## config.mk

```make
export PLATFORM = sky130hd
export DESIGN_NAME = cond_check_stage
export DESIGN_NICKNAME = d
export VERILOG_FILES = /design/src/rtl/cond_check_stage.sv
export SDC_FILE = /design/constraint.sdc
export NUM_CORES = 1
export LEC_CHECK = 0
export ABC_AREA = 1
export BUFFER_PORTS_ARGS = -buffer_cell sky130_fd_sc_hd__buf_2
export CAP_MARGIN = 20
export CORE_MARGIN = 3
export CORE_UTILIZATION = 45
export DETAILED_ROUTE_END_ITERATION = 8
export GPL_TIMING_DRIVEN = 0
export MAX_ROUTING_LAYER = met4
export PLACE_DENSITY = 0.79
export SLEW_MARGIN = 20
export SYNTH_ARGS = -nofsm -noshare
export SYNTH_HDL_FRONTEND = slang
export SYNTH_SLANG_ARGS = --single-unit
```

## constraint.sdc

```tcl
create_clock -name clk -period 2.9 [get_ports clk]
set_input_delay 0.58 -clock clk [delete_from_list [all_inputs] [get_ports clk]]
set_output_delay 0.58 -clock clk [all_outputs]
set_load 0.005 [all_outputs]
```

## src/rtl/cond_check_stage.sv

```systemverilog
// Condition-check stage: evaluates ARM32 cond against N/Z/C/V and stalls behind in-flight flag writers.
// Optional CCS_FLAG_BYPASS_EN lets a conditional capture in the same cycle as the last flag_wb.
module cond_check_stage #(
  parameter int unsigned PEND_W = 2
) (
  input  logic        clk,
  input  logic        rst_n,
  input  logic        in_valid,
  output logic        in_ready,
  input  logic [31:0] in_instr,
  input  logic        in_sets_flags,
  input  logic [31:0] status_in,
  input  logic        flag_wb,
  input  logic        flush,
  output logic        out_valid,
  input  logic        out_ready,
  output logic [31:0] out_instr,
  output logic        out_exec,
  output logic        out_sets_flags,
  output logic        err_underflow
);

  localparam logic [PEND_W-1:0] PendMax = '1;
  localparam logic [PEND_W-1:0] PendOne = PEND_W'(1);

  logic [PEND_W-1:0] pend_q, pend_d;
  logic [3:0]        cond;
  logic              flag_n, flag_z, flag_c, flag_v;
  logic              cond_pass;
  logic              pend_busy;
  logic              out_setter;
  logic              inflight;
  logic              hazard;
  logic [PEND_W:0]   occupancy;
  logic              full;
  logic              full_block;
  logic              capture;
  logic              out_fire;
  logic              pend_inc;
  logic              underflow;
  logic              unused_status;

  assign cond   = in_instr[31:28];
  assign flag_n = status_in[31];
  assign flag_z = status_in[30];
  assign flag_c = status_in[29];
  assign flag_v = status_in[28];
  assign unused_status = ^status_in[27:0];

  always_comb begin
    cond_pass = 1'b0;
    unique case (cond)
      4'h0: cond_pass = flag_z;
      4'h1: cond_pass = ~flag_z;
      4'h2: cond_pass = flag_c;
      4'h3: cond_pass = ~flag_c;
      4'h4: cond_pass = flag_n;
      4'h5: cond_pass = ~flag_n;
      4'h6: cond_pass = flag_v;
      4'h7: cond_pass = ~flag_v;
      4'h8: cond_pass = flag_c & ~flag_z;
      4'h9: cond_pass = ~flag_c | flag_z;
      4'hA: cond_pass = (flag_n == flag_v);
      4'hB: cond_pass = (flag_n != flag_v);
      4'hC: cond_pass = ~flag_z & (flag_n == flag_v);
      4'hD: cond_pass = flag_z | (flag_n != flag_v);
      4'hE: cond_pass = 1'b1;
      4'hF: cond_pass = 1'b0;
    endcase
  end

`ifdef CCS_FLAG_BYPASS_EN
  // The write retiring this cycle already shows on status_in, so it no longer counts.
  assign pend_busy = (pend_q > {{(PEND_W-1){1'b0}}, flag_wb});
`else
  assign pend_busy = (pend_q != '0);
`endif

  assign out_setter = out_valid & out_sets_flags;
  assign inflight   = pend_busy | out_setter;
  assign hazard     = in_valid & (cond != 4'hE) & (cond != 4'hF) & inflight;

  // The setter waiting in the output register is counted so its handshake cannot wrap pend.
  assign occupancy  = {1'b0, pend_q} + {{PEND_W{1'b0}}, out_setter};
  assign full       = (occupancy >= {1'b0, PendMax}) & ~flag_wb;
  assign full_block = full & in_sets_flags;

  assign in_ready = (~out_valid | out_ready) & ~hazard & ~full_block & ~flush;
  assign capture  = in_valid & in_ready;
  assign out_fire = out_valid & out_ready & ~flush;
  assign pend_inc = out_fire & out_sets_flags;
  assign underflow = flag_wb & (pend_q == '0);

  always_comb begin
    pend_d = pend_q;
    if (pend_inc && !flag_wb) begin
      pend_d = pend_q + PendOne;
    end else if (!pend_inc && flag_wb && (pend_q != '0)) begin
      pend_d = pend_q - PendOne;
    end
  end

  always_ff @(posedge clk or negedge rst_n) begin
    if (!rst_n) begin
      pend_q        <= '0;
      err_underflow <= 1'b0;
    end else begin
      pend_q <= pend_d;
      if (underflow) begin
        err_underflow <= 1'b1;
      end
    end
  end

  always_ff @(posedge clk or negedge rst_n) begin
    if (!rst_n) begin
      out_valid      <= 1'b0;
      out_instr      <= '0;
      out_exec       <= 1'b0;
      out_sets_flags <= 1'b0;
    end else if (flush) begin
      out_valid <= 1'b0;
    end else if (capture) begin
      out_valid      <= 1'b1;
      out_instr      <= in_instr;
      out_exec       <= cond_pass;
      out_sets_flags <= in_sets_flags & cond_pass;
    end else if (out_fire) begin
      out_valid <= 1'b0;
    end
  end

endmodule

```

==> results.json <==
{
  "max-slew-margin-rel": 0.469,
  "cts_tree": "done",
  "post-cts-setup-buffers": 0,
  "globalplace.congestion": 0.807,
  "report.final.slew_viol_count": 0,
  "hold_viol": 0,
  "num-nets-final": 380,
  "cts-resized-gates": 0,
  "floorplan.initialDensity": 0.475,
  "finalSetupViolations": 0,
  "number_of_max_cap_violations": 0,
  "grt_pass1_vias": 1391,
  "post_synth_most_frequent_cells": "119 x sky130_fd_sc_hd__nand2_1, 38 x sky130_fd_sc_hd__dfrtp_1, 12 x sky130_fd_sc_hd__inv_1, 12 x sky130_fd_sc_hd__nor2_1, 11 x sky130_fd_sc_hd__nand3_1",
  "timing.critical_path.to_type": "output pin",
  "tritoncts_num_sinks": 38,
  "postRouteWirelength_um": 3900,
  "max_freq_mhz": 394,
  "floorplan.die.width_um": 68.6,
  "worst_pin_slew_ns": 0.797,
  "timing.critical_path.arrival_ns": 1.96,
  "coreArea_mm2": 0.00372,
  "totalNegativeSetupSlack_ns": 0,
  "grt_overflow": 0,
  "syn_area_mm2": 0.00176,
  "grt_first_pass_wirelength_um": 5950,
  "result_of_the_run": "completed",
  "count_of_state_elements_after_synthesis": 38,
  "finClkSkew_ns": 0.00326,
  "cts_made_buffers": 5,
  "track_usage": 0.176,
  "whs_ns": 0.384,
  "p_per_area_mw_per_mm2": 731,
  "ratio_of_cells_with_drive_above_1_in_the_final_layout": 0.316,
  "cts_root_buffer_type": "sky130_fd_sc_hd__clkbuf_8",
  "rsz0062_at_grt": "false",
  "dp_hpwl_um": 3070,
  "grt_start_max_net_pins": 39,
  "p_leak_nw": 1.41,
  "synth_edf_count": 0,
  "clock_latency_ns": 0.28,
  "routedWlPerCell_um": 11.0,
  "final_core_utilization": 0.628,
  "netlist.area_leader.share": 0.539,
  "firstDrtPassIters": 5,
  "worst_ep_required_time_ns": 2.32,
  "crit_path_start_kind": "register",
  "ys_seq_area_frac": 0.539,
  "netlist_top_cells_area": "sky130_fd_sc_hd__dfrtp_1 54%, sky130_fd_sc_hd__nand2_1 25%, sky130_fd_sc_hd__nand3_1 3.1%",
  "vdd_ir_drop_max_mv": 0.405,
  "drc": 0,
  "critPathKind": "reg -> out",
  "io-pin-count": 108,
  "detailedRoute.firstIterationViolations": 85,
  "cts_max_level": 2,
  "worst_hold_path_type": "in -> async",
  "die_height_um": 68.6,
  "synth_fp_nets": 294,
  "cts_buffer_depth": 2,
  "nFillCells": 350,
  "yosysWarnings": 0,
  "clkTransAtPathRegs_ns": 0.07,
  "post-synth-top-count-cell": "sky130_fd_sc_hd__nand2_1",
  "post-route-period-util": 0.875,
  "synthesis.area_per_instance_um2": 7.98,
  "post_synth_inst_count": 221,
  "share_of_synthesized_registers_carrying_an_async_set_or_reset": 1.00,
  "dominant_synthesized_flop_cell": "sky130_fd_sc_hd__dfrtp_1",
  "drt.antenna.violating_nets": 0,
  "vias": 1656,
  "routed_via_density": 4.66,
  "yosysUniqueCellTypes": 21,
  "total_die_area_mm2": 0.00471,
  "antennaDiodeCount": 0,
  "numPortBuffers": 79,
  "synth_top_area_cell": "sky130_fd_sc_hd__dfrtp_1",
  "grt_antenna_before_repair": 0,
  "cts-hold-fix-buffers": 0,
  "critPathMaxFanout": 3,
  "min_period_ns": 2.54,
  "area_growth_pct": 32.2,
  "number_of_placement_rows": 22
}
==> layout by cell type (no fill, tap or decap), drive strengths merged <==
cell / count
bufinv: 1
and2: 1
a21oi: 3
o21ai: 6
ha: 2
o211ai: 2
xor2: 1
dfrtp: 38
o21bai: 1
clkbuf: 6
nor2: 13
nand2: 119
inv: 14
a21o: 2
buf: 85
nand4: 1
nand3: 12
==> cells by family (layout without fill, tap and decap cells) <==
group / after synthesis / in the layout / synth area share
AND/OR/NAND/NOR: 146 / 146 / 0.333
flip-flops: 38 / 38 / 0.539
buffers and inverters: 20 / 106 / 0.0589
AO/OA/AOI/OAI: 14 / 14 / 0.0496
adder cells (fa/ha/maj): 2 / 2 / 0.0142
XOR/XNOR: 1 / 1 / 0.00497
==> registers in the layout (all words and copies together), names as in the netlist <==
register and count:
out_exec 1, err_underflow 1, out_valid 1, out_sets_flags 1, out_instr 32, pend_q 2
==> critical path, stage by stage (launching register included) <==
cell	delay [ns]
sky130_fd_sc_hd__dfrtp_1	0.39
sky130_fd_sc_hd__nand2_1	0.10
sky130_fd_sc_hd__inv_1	0.06
sky130_fd_sc_hd__ha_1	0.18
sky130_fd_sc_hd__ha_1	0.27
sky130_fd_sc_hd__a21o_1	0.16
sky130_fd_sc_hd__a21oi_1	0.23
sky130_fd_sc_hd__and2_1	0.18
sky130_fd_sc_hd__buf_2	0.11
==> power by group <==
| group | total (mW) | internal, mW | switching [mW] |
|---|---|---|---|
| combinational | 0.483 | 0.230 | 0.253 |
| sequential | 0.781 | 0.693 | 0.0886 |
| clock | 0.441 | 0.275 | 0.166 |
==> layer usage <==
metal  up-vias  track usage  part of all wire
met5         -            -                 0
met4         0       0.0596             0.015
met3         7       0.0486             0.062
met2        57        0.281              0.49
met1       742        0.214              0.44
li1        850            -                 -
==> worst paths after layout <==
kind	start	slack, ns	depth (start not counted)	end
hold / removal	rst_n	0.38	1	out_instr[2]
setup reg to reg	out_sets_flags	0.89	11	out_instr[14]
hold reg to reg	err_underflow	0.45	1	err_underflow
min in group clk	err_underflow	0.45	1	err_underflow
setup / recovery	out_sets_flags	0.36	8	in_ready
max in group asynchronous	rst_n	2.02	1	out_instr[5]
==> cell type report <==
| type | instances | area [um2] | share of cell area |
|---|---|---|---|
| sequential | 38 | 951 | 0.408 |
| multi-input combinational | 163 | 709 | 0.304 |
| timing repair buffer | 79 | 395 | 0.170 |
| clock buffer | 6 | 82.6 | 0.0354 |
| tap | 48 | 60.1 | 0.0258 |
| inverter | 14 | 55.1 | 0.0236 |
| buffer | 6 | 48.8 | 0.0209 |
| clock inverter | 1 | 30.0 | 0.0129 |
==> through the flow <==
stage / instance area, um2 / setup slack, ns / instances / total power, mW
2_1_floorplan: 1760 / 0.837 / 221 / 1.03
3_3_place_gp: 2220 / 0.697 / 348 / 1.26
3_5_place_dp: 2220 / 0.653 / 348 / 1.28
4_1_cts: 2330 / 0.337 / 355 / 1.73
5_1_grt: 2330 / 0.210 / 355 / 1.84
6_report: 2330 / 0.361 / 355 / 1.71
No activity file was read; power rests on OpenSTA's default activity.
